### config.mk
export PLATFORM = sky130hd
export DESIGN_NAME = rr_arbiter
export DESIGN_NICKNAME = d
export VERILOG_FILES = /design/src/rtl/arb_pkg.sv /design/src/rtl/arb_rr_pick.sv /design/src/rtl/rr_arbiter.sv
export SDC_FILE = /design/constraint.sdc
export NUM_CORES = 1
export LEC_CHECK = 0
export CELL_PAD_IN_SITES_DETAIL_PLACEMENT = 1
export CELL_PAD_IN_SITES_GLOBAL_PLACEMENT = 1
export CORE_MARGIN = 2
export CORE_UTILIZATION = 46
export DETAILED_ROUTE_END_ITERATION = 8
export GPL_TIMING_DRIVEN = 0
export PLACE_DENSITY = 0.93
export SLEW_MARGIN = 20
export SYNTH_ARGS = -nofsm -noshare
export SYNTH_HDL_FRONTEND = slang
export SYNTH_SLANG_ARGS = --single-unit
### constraint.sdc
create_clock -name clock -period 5.87 [get_ports clock]
set_input_delay 1.4675 -clock clock [delete_from_list [all_inputs] [get_ports clock]]
set_output_delay 1.4675 -clock clock [all_outputs]
set_load 0.05 [all_outputs]
### src/rtl/arb_pkg.sv
// Shared types and helpers for the round-robin arbiter.
package arb_pkg;

    typedef enum logic {
        ARB_IDLE,
        ARB_GRANT
    } arb_state_e;

    // MAX_HOLD value meaning a burst is never cut short
    localparam int unsigned HOLD_UNLIMITED = 0;

    // Upper bound on requester count supported by onehot_to_idx
    localparam int unsigned ARB_MAX_REQ = 64;

    function automatic logic [31:0] onehot_to_idx(input logic [ARB_MAX_REQ-1:0] oh);
        logic [ARB_MAX_REQ-1:0] v;
        logic [31:0]            idx;
        v   = oh;
        idx = '0;
        for (int unsigned i = 0; i < ARB_MAX_REQ; i++) begin
            if (v[0]) idx = i;
            v = v >> 1;
        end
        return idx;
    endfunction

endpackage

### src/rtl/arb_rr_pick.sv
// Masked priority encoder: first set request at or after ptr_i (wrapping) wins.
// RR_ARBITER_FIXED_MODE_EN adds fixed_pri_i: highest set index wins instead.
module arb_rr_pick #(
    parameter  int unsigned NUM_REQ = 4,
    localparam int unsigned IDX_W   = $clog2(NUM_REQ)
) (
    input  logic [NUM_REQ-1:0] req_i,
    input  logic [IDX_W-1:0]   ptr_i,
`ifdef RR_ARBITER_FIXED_MODE_EN
    input  logic               fixed_pri_i,
`endif
    output logic [NUM_REQ-1:0] win_o
);

    localparam logic [IDX_W-1:0] LAST = IDX_W'(NUM_REQ - 1);

    logic             found;
    logic [IDX_W-1:0] pos;

    always_comb begin
        win_o = '0;
        found = 1'b0;
        pos   = ptr_i;
`ifdef RR_ARBITER_FIXED_MODE_EN
        if (fixed_pri_i) begin
            pos = LAST;
            for (int unsigned k = 0; k < NUM_REQ; k++) begin
                if (!found && req_i[pos]) begin
                    win_o[pos] = 1'b1;
                    found      = 1'b1;
                end
                pos = pos - IDX_W'(1);
            end
        end else
`endif
        begin
            // Explicit wrap keeps non-power-of-two NUM_REQ in range
            for (int unsigned k = 0; k < NUM_REQ; k++) begin
                if (!found && req_i[pos]) begin
                    win_o[pos] = 1'b1;
                    found      = 1'b1;
                end
                pos = (pos == LAST) ? '0 : pos + IDX_W'(1);
            end
        end
    end

endmodule

### src/rtl/rr_arbiter.sv
// Round-robin arbiter with burst hold limit and registered one-hot grants.
// Optional RR_ARBITER_FIXED_MODE_EN adds fixed_pri for legacy fixed priority.
module rr_arbiter
    import arb_pkg::*;
#(
    parameter  int unsigned NUM_REQ  = 4,
    parameter  int unsigned MAX_HOLD = 8,
    localparam int unsigned IDX_W    = $clog2(NUM_REQ)
) (
    input  logic               clock,
    input  logic               reset_n,
    input  logic               en,
`ifdef RR_ARBITER_FIXED_MODE_EN
    input  logic               fixed_pri,
`endif
    input  logic [NUM_REQ-1:0] req,
    output logic [NUM_REQ-1:0] gnt,
    output logic [IDX_W-1:0]   gnt_idx,
    output logic               gnt_valid
);

    localparam int unsigned HC_W = (MAX_HOLD == HOLD_UNLIMITED) ? 8 : $clog2(MAX_HOLD + 1);

    arb_state_e         state_q;
    logic [IDX_W-1:0]   ptr_q;
    logic [HC_W-1:0]    hold_q;
    logic [NUM_REQ-1:0] gnt_q;
    logic [IDX_W-1:0]   idx_q;
    logic               valid_q;

    logic               fixed;
    logic [IDX_W-1:0]   ptr_after;
    logic [IDX_W-1:0]   pick_ptr;
    logic [NUM_REQ-1:0] win;
    logic [IDX_W-1:0]   win_idx;
    logic               timeout;
    logic               keep;

`ifdef RR_ARBITER_FIXED_MODE_EN
    assign fixed = fixed_pri;
`else
    assign fixed = 1'b0;
`endif

    assign ptr_after = (idx_q == IDX_W'(NUM_REQ - 1)) ? '0 : idx_q + IDX_W'(1);
    // While granted, pick with the post-release pointer so handoff has no bubble
    assign pick_ptr  = (state_q == ARB_GRANT) ? ptr_after : ptr_q;
    assign timeout   = (MAX_HOLD != HOLD_UNLIMITED) && (hold_q >= HC_W'(MAX_HOLD));
    assign keep      = req[idx_q] && !timeout;
    assign win_idx   = IDX_W'(onehot_to_idx(ARB_MAX_REQ'(win)));

    arb_rr_pick #(
        .NUM_REQ (NUM_REQ)
    ) u_pick (
        .req_i       (req),
        .ptr_i       (pick_ptr),
`ifdef RR_ARBITER_FIXED_MODE_EN
        .fixed_pri_i (fixed_pri),
`endif
        .win_o       (win)
    );

    always_ff @(posedge clock or negedge reset_n) begin
        if (!reset_n) begin
            state_q <= ARB_IDLE;
            ptr_q   <= '0;
            hold_q  <= '0;
            gnt_q   <= '0;
            idx_q   <= '0;
            valid_q <= 1'b0;
        end else if (!en) begin
            if (state_q == ARB_GRANT && !fixed) ptr_q <= ptr_after;
            state_q <= ARB_IDLE;
            hold_q  <= '0;
            gnt_q   <= '0;
            valid_q <= 1'b0;
        end else begin
            case (state_q)
                ARB_IDLE: begin
                    if (win != '0) begin
                        state_q <= ARB_GRANT;
                        gnt_q   <= win;
                        idx_q   <= win_idx;
                        valid_q <= 1'b1;
                        hold_q  <= HC_W'(1);
                    end
                end
                ARB_GRANT: begin
                    if (keep) begin
                        if (hold_q != '1) hold_q <= hold_q + HC_W'(1);
                    end else begin
                        if (!fixed) ptr_q <= ptr_after;
                        if (win != '0) begin
                            gnt_q  <= win;
                            idx_q  <= win_idx;
                            hold_q <= HC_W'(1);
                        end else begin
                            state_q <= ARB_IDLE;
                            gnt_q   <= '0;
                            valid_q <= 1'b0;
                            hold_q  <= '0;
                        end
                    end
                end
            endcase
        end
    end

    assign gnt       = gnt_q;
    assign gnt_idx   = idx_q;
    assign gnt_valid = valid_q;

endmodule
# After elaboration in Yosys (flattened, before gate mapping)
# Index checks and enable logic that the tools add are counted.
[word_totals] reg_bits=14 out_inout_bits=7 elab_cells=114
[classes] add_sub_neg=5 n_lt_le_gt_ge=10 eq_ne=12 n_mux=59 bitwise=4 reduce_logical=18
[op_table] operator="$mux 4" count=12
[op_table] operator="$mux 2" count=12
[op_table] operator="$mux 1" count=21
[op_table] operator="$pmux 4 s2" count=2
[op_table] operator="$lt 2x3->1 const B" count=5
[op_table] operator="$or 4x4->4" count=3
[op_table] operator="$bmux 1 s2" count=5
[op_table] operator="$ne 3x3->1 const B" count=3
[op_table] operator="$add 2x1->2 const B" count=4
[op_table] operator="$demux 1 s2" count=4
[op_table] operator="$eq 2x2->1 const B" count=4
[op_table] operator="$ge 2x1->1 const B" count=4
[op_table] operator="$logic_and 1x1->1" count=8
[op_table] operator="$reduce_and 2->1" count=4
[op_table] operator="$add 4x1->4 const B" count=1
[op_table] operator="$ge 4x4->1 const B" count=1
[op_table] operator="$logic_not 1->1" count=4
[op_table] operator="$ne 2x2->1 const B" count=2
[op_table] operator="$ne 4x3->1 const B" count=1
[op_table] operator="$ne 4x4->1 const B" count=1
[op_table] operator="$pmux 1 s2" count=2
[op_table] operator="$pmux 2 s2" count=1
[op_table] operator="$reduce_bool 4->1" count=1
[op_table] operator="$reduce_and 3->1" count=1
[op_table] operator="2 further kinds" count=2

# Logic depth before layout (Yosys ltp)
# Gate-level depths: netlist of the first run.
[logic_depth] ltp_word=21 mapped_depth=15 ltp_nobuf=12

# Cells and area by module
# From an unflattened synthesis of the first run, not the netlist that was laid out.
[hier_totals] hier_cells=126 area_unflattened_um2=1222.4
[modules_own_cells] mod="rr_arbiter" instances=1 cells_per_inst=77 area_per_inst_um2=808.3
[modules_own_cells] mod="arb_rr_pick" instances=1 cells_per_inst=49 area_per_inst_um2=414.1

# Least setup slack after synthesis of the first run
# No wires, ideal clock.
[synth_path] path_kind="flip-flop to flip-flop" from="reg idx_q[0], in the netlist gnt_idx[0]" to="reg gnt_q[0], in the netlist gnt[0]" setup_time_ps=79 arrival_ps=3533 t_required_ps=5791 path_slack_ps=2258 stages_incl_launch_ff=14 synth_period_minus_slack_ps=3612 path_cell_list="dfrtp_1 xnor2_1 a21oi_1 inv_1 ha_1 clkbuf_1 mux2i_1 mux2i_1 a221o_1 mux2i_4 nand4_4 buf_6 or3b_1 a21oi_1"
[synth_between] elab_chain_len=20 elab_cells_between_ends=69 cone_classes="4 x add/sub; 8 x order compare; 6 x eq/ne; 35 x mux; 3 x bitwise; 13 x reduce/logical"
[synth_rtl] element="start: declaration" line="rr_arbiter.sv:28" rtl="logic [IDX_W-1:0] idx_q;"
[synth_rtl] element="start signal: assignment" line="rr_arbiter.sv:83" rtl="idx_q <= win_idx;"
[synth_rtl] element="start signal: assignment" line="rr_arbiter.sv:95" rtl="idx_q <= win_idx;"
[synth_rtl] element="$add 2x1->2 / $eq 2x2->1 (equally long branches)" line="rr_arbiter.sv:45" rtl="assign ptr_after = (idx_q == IDX_W'(NUM_REQ - 1)) ? '0 : idx_q + IDX_W'(1);"
[synth_rtl] element="$mux 2" line="rr_arbiter.sv:45"
[synth_rtl] element="$mux 2"
[synth_rtl] element="$add 2x1->2 (tied with other cells)" line="arb_rr_pick.sv:43" rtl="pos = (pos == LAST) ? '0 : pos + IDX_W'(1);"
[synth_rtl] element="$mux 2 / $mux 1 (equally long branches)" line="arb_rr_pick.sv:43, arb_rr_pick.sv:39"
[synth_rtl] element="$add 2x1->2 (tied with other cells)" line="arb_rr_pick.sv:43"
[synth_rtl] element="$mux 2 (tied with other cells)" line="arb_rr_pick.sv:43"
[synth_rtl] element="$add 2x1->2 (tied with other cells)" line="arb_rr_pick.sv:43"
[synth_rtl] element="[4 not listed]"
[synth_rtl] element="$demux 1 s2 (tied with other cells)"
[synth_rtl] element="$or 4x4->4 (no line) / $logic_and 1x1->1 (equally long branches)"
[synth_rtl] element="$mux 4" line="arb_rr_pick.sv:39" rtl="if (!found && req_i[pos]) begin"
[synth_rtl] element="$reduce_bool 4->1" line="rr_arbiter.sv:80, rr_arbiter.sv:93"
[synth_rtl] element="$mux 4" line="rr_arbiter.sv:93" rtl="if (win != '0) begin"
[synth_rtl] element="$mux 4" line="rr_arbiter.sv:89" rtl="if (keep) begin"
[synth_rtl] element="$pmux 4 s2" line="rr_arbiter.sv:78" rtl="case (state_q)"
[synth_rtl] element="$mux 4" line="rr_arbiter.sv:71" rtl="end else if (!en) begin"
[synth_rtl] element="end signal: assignment" line="rr_arbiter.sv:82" rtl="gnt_q <= win;"
[synth_rtl] element="end signal: assignment" line="rr_arbiter.sv:94" rtl="gnt_q <= win;"
[synth_rtl] element="end: declaration" line="rr_arbiter.sv:27" rtl="logic [NUM_REQ-1:0] gnt_q;"
# Parallel ways exist; a longest one is shown, timed or not. The select of a mux whose other input is x is not followed.
# A chain may end at the register's enable or synchronous reset.

# Worst setup path in the final report of the first run
[layout_path] from="reg state_q" to="reg gnt_q[0], in the netlist gnt[0]"
[layout_between] elab_chain_len=18 elab_cells_between_ends=64 cone_classes="3 x add/sub; 8 x order compare; 5 x eq/ne; 32 x mux; 4 x bitwise; 12 x reduce/logical"
[layout_rtl] element="start: declaration" line="rr_arbiter.sv:24" rtl="arb_state_e state_q;"
[layout_rtl] element="start signal: assignment" line="rr_arbiter.sv:65" rtl="state_q <= ARB_IDLE;"
[layout_rtl] element="start signal: assignment" line="rr_arbiter.sv:73" rtl="state_q <= ARB_IDLE;"
[layout_rtl] element="start signal: assignment" line="rr_arbiter.sv:81" rtl="state_q <= ARB_GRANT;"
[layout_rtl] element="$mux 2"
[layout_rtl] element="$add 2x1->2 (tied with other cells)" line="arb_rr_pick.sv:43"
[layout_rtl] element="$mux 2 / $mux 1 (equally long branches)" line="arb_rr_pick.sv:43, arb_rr_pick.sv:39"
[layout_rtl] element="$add 2x1->2 (tied with other cells)" line="arb_rr_pick.sv:43"
[layout_rtl] element="$mux 2 (tied with other cells)" line="arb_rr_pick.sv:43"
[layout_rtl] element="$add 2x1->2 (tied with other cells)" line="arb_rr_pick.sv:43"
[layout_rtl] element="$mux 2 (tied with other cells)" line="arb_rr_pick.sv:43"
[layout_rtl] element="$lt 2x3->1 (implied by the code) (tied with other cells)" line="arb_rr_pick.sv:40" rtl="win_o[pos] = 1'b1;"
[layout_rtl] element="[2 not listed]"
[layout_rtl] element="$demux 1 s2 (tied with other cells)"
[layout_rtl] element="$or 4x4->4 (no line) / $logic_and 1x1->1 (equally long branches)"
[layout_rtl] element="$mux 4" line="arb_rr_pick.sv:39"
[layout_rtl] element="$reduce_bool 4->1" line="rr_arbiter.sv:80, rr_arbiter.sv:93"
[layout_rtl] element="$mux 4" line="rr_arbiter.sv:93"
[layout_rtl] element="$mux 4" line="rr_arbiter.sv:89"
[layout_rtl] element="$pmux 4 s2" line="rr_arbiter.sv:78"
[layout_rtl] element="$mux 4" line="rr_arbiter.sv:71"
# Parallel ways exist; a longest one is shown, timed or not. The select of a mux whose other input is x is not followed.

==> results of run 1 <==
==> cells in the final DEF, fill, tap and decap left out, drive strengths merged, types with 2 or more instances in the layout <==
master / netlist / layout
a21boi: 5 / 5
a21oi: 16 / 16
a221o: 4 / 4
a31oi: 2 / 2
and2: 2 / 2
and3: 2 / 2
buf: 2 / 2
clkbuf: 6 / 10
clkdlybuf4s50: 0 / 12
clkinv: 2 / 2
dfrtp: 14 / 14
ha: 10 / 10
inv: 8 / 8
mux2: 2 / 2
mux2i: 10 / 10
nand2: 5 / 5
nand2b: 2 / 2
nand3: 5 / 5
nand4: 2 / 2
nor2: 6 / 6
nor2b: 2 / 2
o21ai: 4 / 4
o32ai: 2 / 2
or3b: 4 / 4
==> through the flow <==
step                cell area [sq um]  instances  utilization
finish                           1480        181        0.545
global route                     1480        181        0.545
CTS                              1480        181        0.545
detailed placement               1440        177        0.531
global placement                 1440        177        0.531
floorplan                        1280        134            -
==> registers in the layout (all words and copies together), names as in the netlist <==
register,count
gnt,4
hold_q,4
gnt_idx,2
ptr_q,2
gnt_valid,1
state_q,1
==> routing by layer <==
| metal | global-route usage | routed length, microns | vias up |
|---|---|---|---|
| met5 | 0 | 0 | - |
| met4 | 0.0598 | 56 | 0 |
| met3 | 0.0438 | 78 | 9 |
| met2 | 0.370 | 1630 | 16 |
| met1 | 0.278 | 1420 | 564 |
| li1 | - | - | 525 |
==> final timing paths <==
check	start	to	slack (ns)	cells past startpoint
min in group asynchronous	reset_n	hold_q[1]	1.58	1
max in group asynchronous	reset_n	gnt_idx[1]	3.85	1
max reg2reg	state_q	gnt[0]	1.70	15
min reg2reg	ptr_q[0]	ptr_q[0]	0.52	2
max	state_q	gnt[0]	1.70	15
min	ptr_q[0]	ptr_q[0]	0.52	2
==> cells by family (layout without fill, tap and decap cells) <==
| group | after synthesis | after routing |
|---|---|---|
| AO/OA/AOI/OAI | 40 | 40 |
| AND/OR/NAND/NOR | 37 | 37 |
| buffers and inverters | 18 | 34 |
| flip-flops | 14 | 14 |
| multiplexers | 13 | 13 |
| adder cells (fa/ha/maj) | 10 | 10 |
| XOR/XNOR | 2 | 2 |
==> worst min-delay path, stage by stage (launching register included) <==
cell and delay, ns:
dfrtp_1 0.38, inv_1 0.05, mux2i_1 0.06
==> area by class of cell <==
| class | instances | share of cell area |
|---|---|---|
| multi-input combinational | 102 | 0.570 |
| sequential | 14 | 0.237 |
| timing repair buffer | 12 | 0.0814 |
| buffer | 8 | 0.0314 |
| inverter | 10 | 0.0288 |
| tap | 31 | 0.0263 |
| clock buffer | 4 | 0.0246 |
==> results.yml, run 1 <==
outcome:
  outcome: "completed"
grt:
  grt_pass1_wl_mm: 5.39
  grt_usage: 0.217
  overflow: 0
  grt_antenna_before_repair: 0
  grt_max_degree: 15
  first_global_vias: 1161
logic_synthesis:
  synth-async-reset-ratio: 1.00
  ys_top_cells_by_area: "dfrtp_1 (27%), ha_1 (9.8%), mux2i_4 (7.0%)"
  syn_inst: 134
  yosysWarnings: 0
  synthAdderAreaFrac: 0.0977
  synthFlopType: "dfrtp_1"
  synth_commonest_cells: "a21oi_1 (16), dfrtp_1 (14), ha_1 (10)"
  ys_seq_area_frac: 0.273
  synth-simple-area-share: 0.180
  synth_compound_area_frac: 0.208
  synth_most_common_cell: "a21oi_1"
  ys_ff_latch: 14
  synth_top_family_by_area: "compound AO/OA/AOI/OAI gates"
  syn_area_sq_um: 1280
  synth-edff-count: 0
  muxShareOfSynthArea: 0.158
  synthesis.nets: 151
  yosysUniqueCellTypes: 47
  synth_top_area_cell: "dfrtp_1"
  synth_top_area_share: 0.273
  synth-xor-area-share: 0.0137
  postSynthAreaPerCell_sq_um: 9.56
sta:
  timing.final.crit_share: 0.710
  fin_crit_ns: 4.17
  hold_violations: 0
  clock_skew_ns: 0.00727
  slew_headroom: 0.551
  worst_pin_slew_ns: 0.672
  setup_viol: 0
  fin_ws_ns: 1.70
  rsz0062_at_grt: "no"
  max_freq_mhz: 240
  maxSlewViolCount: 0
  tns_ns: 0
  hold_ws_ns: 0.522
route:
  viasPerCell: 6.15
  dr.first_iter.drc_count: 30
  dr.pass1.iters: 4
  wl_per_cell_microns: 17.6
  wl_mm: 3.19
  antenna_left: 0
  vias: 1114
  drcViolationCount: 0
cts:
  root_buffer: "clkbuf_4"
  clkLatencyLatePin_ns: 0.29
  numCtsBuffers: 3
  clkTransAtPathRegs_ns: 0.08
  cts_tree: "yes"
  hold_buffers: 0
  ctsResizeCount: 0
  cts.sinks: 14
  post_cts_buffers: 0
  h-tree-depth: 1
  cts_max_path_buffers: 2
final_layout:
  regArea_sq_um: 350
  antenna_cells: 0
  multi_input_area_sq_um: 842
  area_delta_synth_final_pct: 15.2
  drive_gt1_frac: 0.100
  fillers: 319
  nets: 168
placed_design:
  portBuffers: 12
  gp_congestion: 0.796
  place_ws_ns: 1.62
  dpl.hpwl_mm: 2.43
run:
  drv_cap: 0
die:
  ios: 14
  start_util: 0.473
  die_area_sq_um: 3220
  core-area_sq_um: 2710
  die_w_microns: 56.8
  fp.dieH_microns: 56.8
  num_rows: 19
critical_path:
  cp-end-kind: "flop"
  slowest_stage: "a21oi_1"
  required_ns: 6.08
  cp_num_buf_inv: 4
  crit_path_max_incr_delay_ns: 0.40
  arrival_ns: 4.37
  path_class: "reg2reg"
  startpoint_type: "flop"
  path_cells: "clkbuf_1 -> nor2_1 -> a21oi_1 -> inv_1 -> ha_1 -> clkbuf_1 -> nor3b_1 -> o22ai_1 -> a21boi_0 -> a221o_1 -> mux2i_4 -> nand4_4 -> buf_6 -> or3b_1 -> a21oi_1"
  path_max_fanout: 10
  cp_top_family: "compound AO/OA/AOI/OAI gates"
min_path:
  hold_path.class: "reg2reg"
Power of run 1 is left out: the tool's default activity adds up to more than one toggle a clock period on the data nets, which glitch-free logic cannot reach.
==> inputs of run 2 (changes only) <==
CORE_UTILIZATION = 39   (was 46)
PLACE_DENSITY = 0.85   (was 0.93)
clock period = 3.8 ns   (was 5.87 ns; I/O delays follow)
==> results.yml, run 2 (synthesis results as in run 1) <==
outcome:
  outcome: "completed"
critical_path:
  path_max_fanout: 10
  crit_end: "gnt[0]"
  path_class: "reg2reg"
  arrival_ns: 3.69
  startpoint_type: "flop"
  startpoint: "gnt_idx[0]"
  r2r_cells: 13
  timing.rr.end: "gnt[0]"
  r2r_start: "gnt_idx[0]"
  required_ns: 4.00
  rrSetupSlack_ns: 0.31
  cp-end-kind: "flop"
grt:
  first_global_vias: 1099
  grt_pass1_wl_mm: 5.04
  grt_antenna_before_repair: 0
  grt_usage: 0.178
  grt_max_degree: 15
  overflow: 0
cts:
  cts_tree: "yes"
  cts.sinks: 14
  cts_max_path_buffers: 2
  clkTransAtPathRegs_ns: 0.08
  numCtsBuffers: 3
  root_buffer: "clkbuf_4"
  clkLatencyLatePin_ns: 0.29
  h-tree-depth: 1
  post_cts_buffers: 0
sta:
  clock_skew_ns: 0.0106
  fin_crit_ns: 3.49
  hold_ws_ns: 0.534
  rsz0062_at_grt: "no"
  hold_violations: 0
  worst_pin_slew_ns: 0.646
  max_freq_mhz: 286
  timing.final.crit_share: 0.919
  maxSlewViolCount: 0
  slew_headroom: 0.568
  setup_viol: 0
route:
  antenna_left: 0
  dr.first_iter.drc_count: 23
  viasPerCell: 5.65
  wl_per_cell_microns: 15.6
  dr.pass1.iters: 4
  wl_mm: 3.01
  vias: 1091
  drcViolationCount: 0
die:
  ios: 14
  core-area_sq_um: 3080
  fp.dieH_microns: 61.3
  die_area_sq_um: 3760
  die_w_microns: 61.3
  start_util: 0.416
  num_rows: 20
final_layout:
  fin_util: 0.488
  antenna_cells: 0
  nets: 167
  final_cell_mix: "a21oi_1 (15), dfrtp_1 (14), clkdlybuf4s50_1 (12)"
  area_delta_synth_final_pct: 17.3
  drive_gt1_frac: 0.128
  final_common_cell: "a21oi_1"
  final_cell_area_sq_um: 1500
run:
  drv_cap: 0
placed_design:
  placed_area_sq_um: 1460
  portBuffers: 12
  gp_congestion: 0.826
  dpl.hpwl_mm: 2.37
min_path:
  hold_path.class: "reg2reg"
[run 2: worst min path at each step]
stage          startpoint  endpoint  slack, ns  depth (start not counted)
3_3_place_gp     ptr_q[0]  ptr_q[0]       0.50                          2
5_1_grt          ptr_q[0]  ptr_q[0]       0.57                          2
4_1_cts          ptr_q[0]  ptr_q[0]       0.54                          2
2_1_floorplan    ptr_q[0]  ptr_q[0]       0.49                          2
6_report         ptr_q[0]  ptr_q[0]       0.53                          2
3_5_place_dp     ptr_q[0]  ptr_q[0]       0.53                          2
[run 2: what timing repair did]
item	CTS	global route
endpoints found under the setup margin	9	5
gates resized for setup	2	2
hold buffers	0	0
pin swaps	0	0
[run 2: cell type report]
| cell class | instances | area [sq um] |
|---|---|---|
| Clock buffer | 4 | 36.3 |
| Timing Repair Buffer | 12 | 120 |
| Multi-Input combinational cell | 102 | 855 |
| Tap cell | 44 | 55.1 |
| Inverter | 10 | 42.5 |
| Fill cell | 356 | 1580 |
| Buffer | 7 | 43.8 |
| Sequential cell | 14 | 350 |
[run 2: metrics by stage]
| step | setup slack (ns) | instances | setup TNS, ns |
|---|---|---|---|
| after detailed placement | -0.259 | 190 | -1.11 |
| after global placement | -0.0355 | 190 | -0.0355 |
| after global routing | 0.0734 | 193 | 0 |
| after CTS | 0.109 | 193 | 0 |
| after floorplan | 0.188 | 134 | 0 |
| final | 0.309 | 193 | 0 |
[run 2: critical path: stages (launching register included)]
cell and delay, ns:
dfrtp_1 0.47, xnor2_1 0.20, a21oi_2 0.29, inv_1 0.11, ha_2 0.45, nor3_1 0.10
a21oi_1 0.16, o32ai_1 0.18, a221o_1 0.37, mux2i_4 0.26, nand4_4 0.15, buf_6 0.17
or3b_1 0.36, a21oi_1 0.14
[run 2: routing by layer]
layer	vias up	routed length, microns	GRT usage
met5	-	0	0
met4	0	0	0.00932
met3	0	76	0.0399
met2	13	1510	0.316
met1	557	1430	0.231
li1	521	-	-
Power of run 2 is left out for the same reason.
==> inputs of run 3 (changes only) <==
CELL_PAD_IN_SITES_DETAIL_PLACEMENT = unset   (was 1)
CELL_PAD_IN_SITES_GLOBAL_PLACEMENT = unset   (was 1)
CORE_UTILIZATION = 50   (was 39)
==> results.yml, run 3 (synthesis results as in run 1) <==
critical_path:
  arrival_ns: 3.67
  path_class: "reg2reg"
  timing.rr.end: "gnt[0]"
  rrSetupSlack_ns: 0.32
  r2r_cells: 13
  crit_path_max_incr_delay_ns: 0.46
  path_max_fanout: 10
  startpoint_type: "flop"
  required_ns: 3.99
  slowest_stage: "dfrtp_1"
  cp-end-kind: "flop"
  r2r_start: "gnt_idx[0]"
  path_cells: "xnor2_1 -> a21oi_2 -> inv_1 -> ha_1 -> and3b_1 -> o22ai_2 -> a21boi_0 -> a221o_1 -> mux2i_4 -> nand4_4 -> buf_6 -> or3b_1 -> a21oi_1"
min_path:
  whs_path_depth: 2
  min_from: "ptr_q[0]"
  hold_path.class: "reg2reg"
  holdPathEnd: "ptr_q[0]"
grt:
  first_global_vias: 980
  grt_usage: 0.196
  grt_max_degree: 15
  overflow: 0
  grt_pass1_wl_mm: 4.22
  grt_antenna_before_repair: 0
route:
  wl_mm: 2.58
  antenna_left: 0
  wl_per_cell_microns: 14.5
  vias: 1051
  viasPerCell: 5.90
  dr.pass1.iters: 4
  drcViolationCount: 0
  dr.first_iter.drc_count: 23
sta:
  max_freq_mhz: 288
  fin_crit_ns: 3.48
  rsz0062_at_grt: "no"
  slew_headroom: 0.591
  hold_violations: 0
  tns_ns: 0
  setup_viol: 0
  worst_pin_slew_ns: 0.611
  clock_skew_ns: 0.0162
  timing.final.crit_share: 0.915
  maxSlewViolCount: 0
  fin_ws_ns: 0.322
placed_design:
  gp_congestion: 0.840
  place_ws_ns: -0.144
  dpl.hpwl_mm: 1.98
  portBuffers: 12
  placed_area_sq_um: 1440
cts:
  numCtsBuffers: 3
  cts_max_path_buffers: 2
  post_cts_buffers: 0
  clkTransAtPathRegs_ns: 0.07
  h-tree-depth: 1
  cts_tree: "yes"
  root_buffer: "clkbuf_4"
  clkLatencyLatePin_ns: 0.29
  cts.sinks: 14
  hold_buffers: 0
final_layout:
  area_delta_synth_final_pct: 14.6
  antenna_cells: 0
  drive_gt1_frac: 0.115
  final_common_cell: "a21oi_1"
  nets: 167
  final_cell_mix: "a21oi_1 (15), dfrtp_1 (14), clkdlybuf4s50_1 (12)"
  fin_util: 0.598
  final_cell_area_sq_um: 1470
outcome:
  outcome: "completed"
die:
  fp.dieH_microns: 54.6
  die_area_sq_um: 2980
  die_w_microns: 54.6
  core-area_sq_um: 2450
  start_util: 0.522
  num_rows: 18
  ios: 14
run:
  drv_cap: 0
## run 3: cell types whose count changed in the layout (fill, tap and decap cells not counted), sizes merged
cell | before | now
clkbuf | 9 | 8
## run 3: area by class of cell
class / instances / area [sq um]
Fill cell: 220 / 986
Multi-Input combinational cell: 102 / 852
Sequential cell: 14 / 350
Timing Repair Buffer: 12 / 120
Buffer: 7 / 43.8
Inverter: 10 / 42.5
Tap cell: 30 / 37.5
Clock buffer: 3 / 22.5
## run 3: metal layers
| layer | vias to the layer above | GRT usage | part of all wire |
|---|---|---|---|
| met3 | 3 | 0.0492 | 0.033 |
| met1 | 506 | 0.258 | 0.47 |
| met5 | - | 0 | 0 |
| met2 | 18 | 0.325 | 0.49 |
| met4 | 0 | 0.0333 | 0.0027 |
| li1 | 524 | - | - |
## run 3: critical path: cells and delay by family, from the launching register on
kind	cells	cell delay (ns)
XOR/XNOR	1	0.20
multiplexers	1	0.25
adder cells (fa/ha/maj)	1	0.41
AO/OA/AOI/OAI	5	1.04
AND/OR/NAND/NOR	3	0.76
flip-flops	1	0.46
buffers and inverters	2	0.27
## run 3: metrics by stage
stage                     cells  hold slack [ns]
after global routing        178            0.576
after detailed placement    176            0.542
after floorplan             134            0.488
after global placement      176            0.508
final                       178            0.549
after CTS                   179            0.561
## run 3: timing repair
action                     CTS  global route
setup endpoints to repair    6             9
gates cloned                 0             0
gates resized for setup      2             1
## run 3: worst max path at each step
stage | from | to | slack [ns] | depth (start not counted)
after floorplan | gnt_idx[0] | gnt[0] | 0.19 | 13
after global placement | state_q | gnt[0] | 0.09 | 15
after detailed placement | state_q | gnt[0] | -0.14 | 15
after CTS | gnt_idx[0] | gnt[0] | 0.12 | 14
after global routing | state_q | gnt[0] | 0.05 | 14
final | gnt_idx[0] | gnt[0] | 0.32 | 13
Power of run 3 is left out for the same reason.
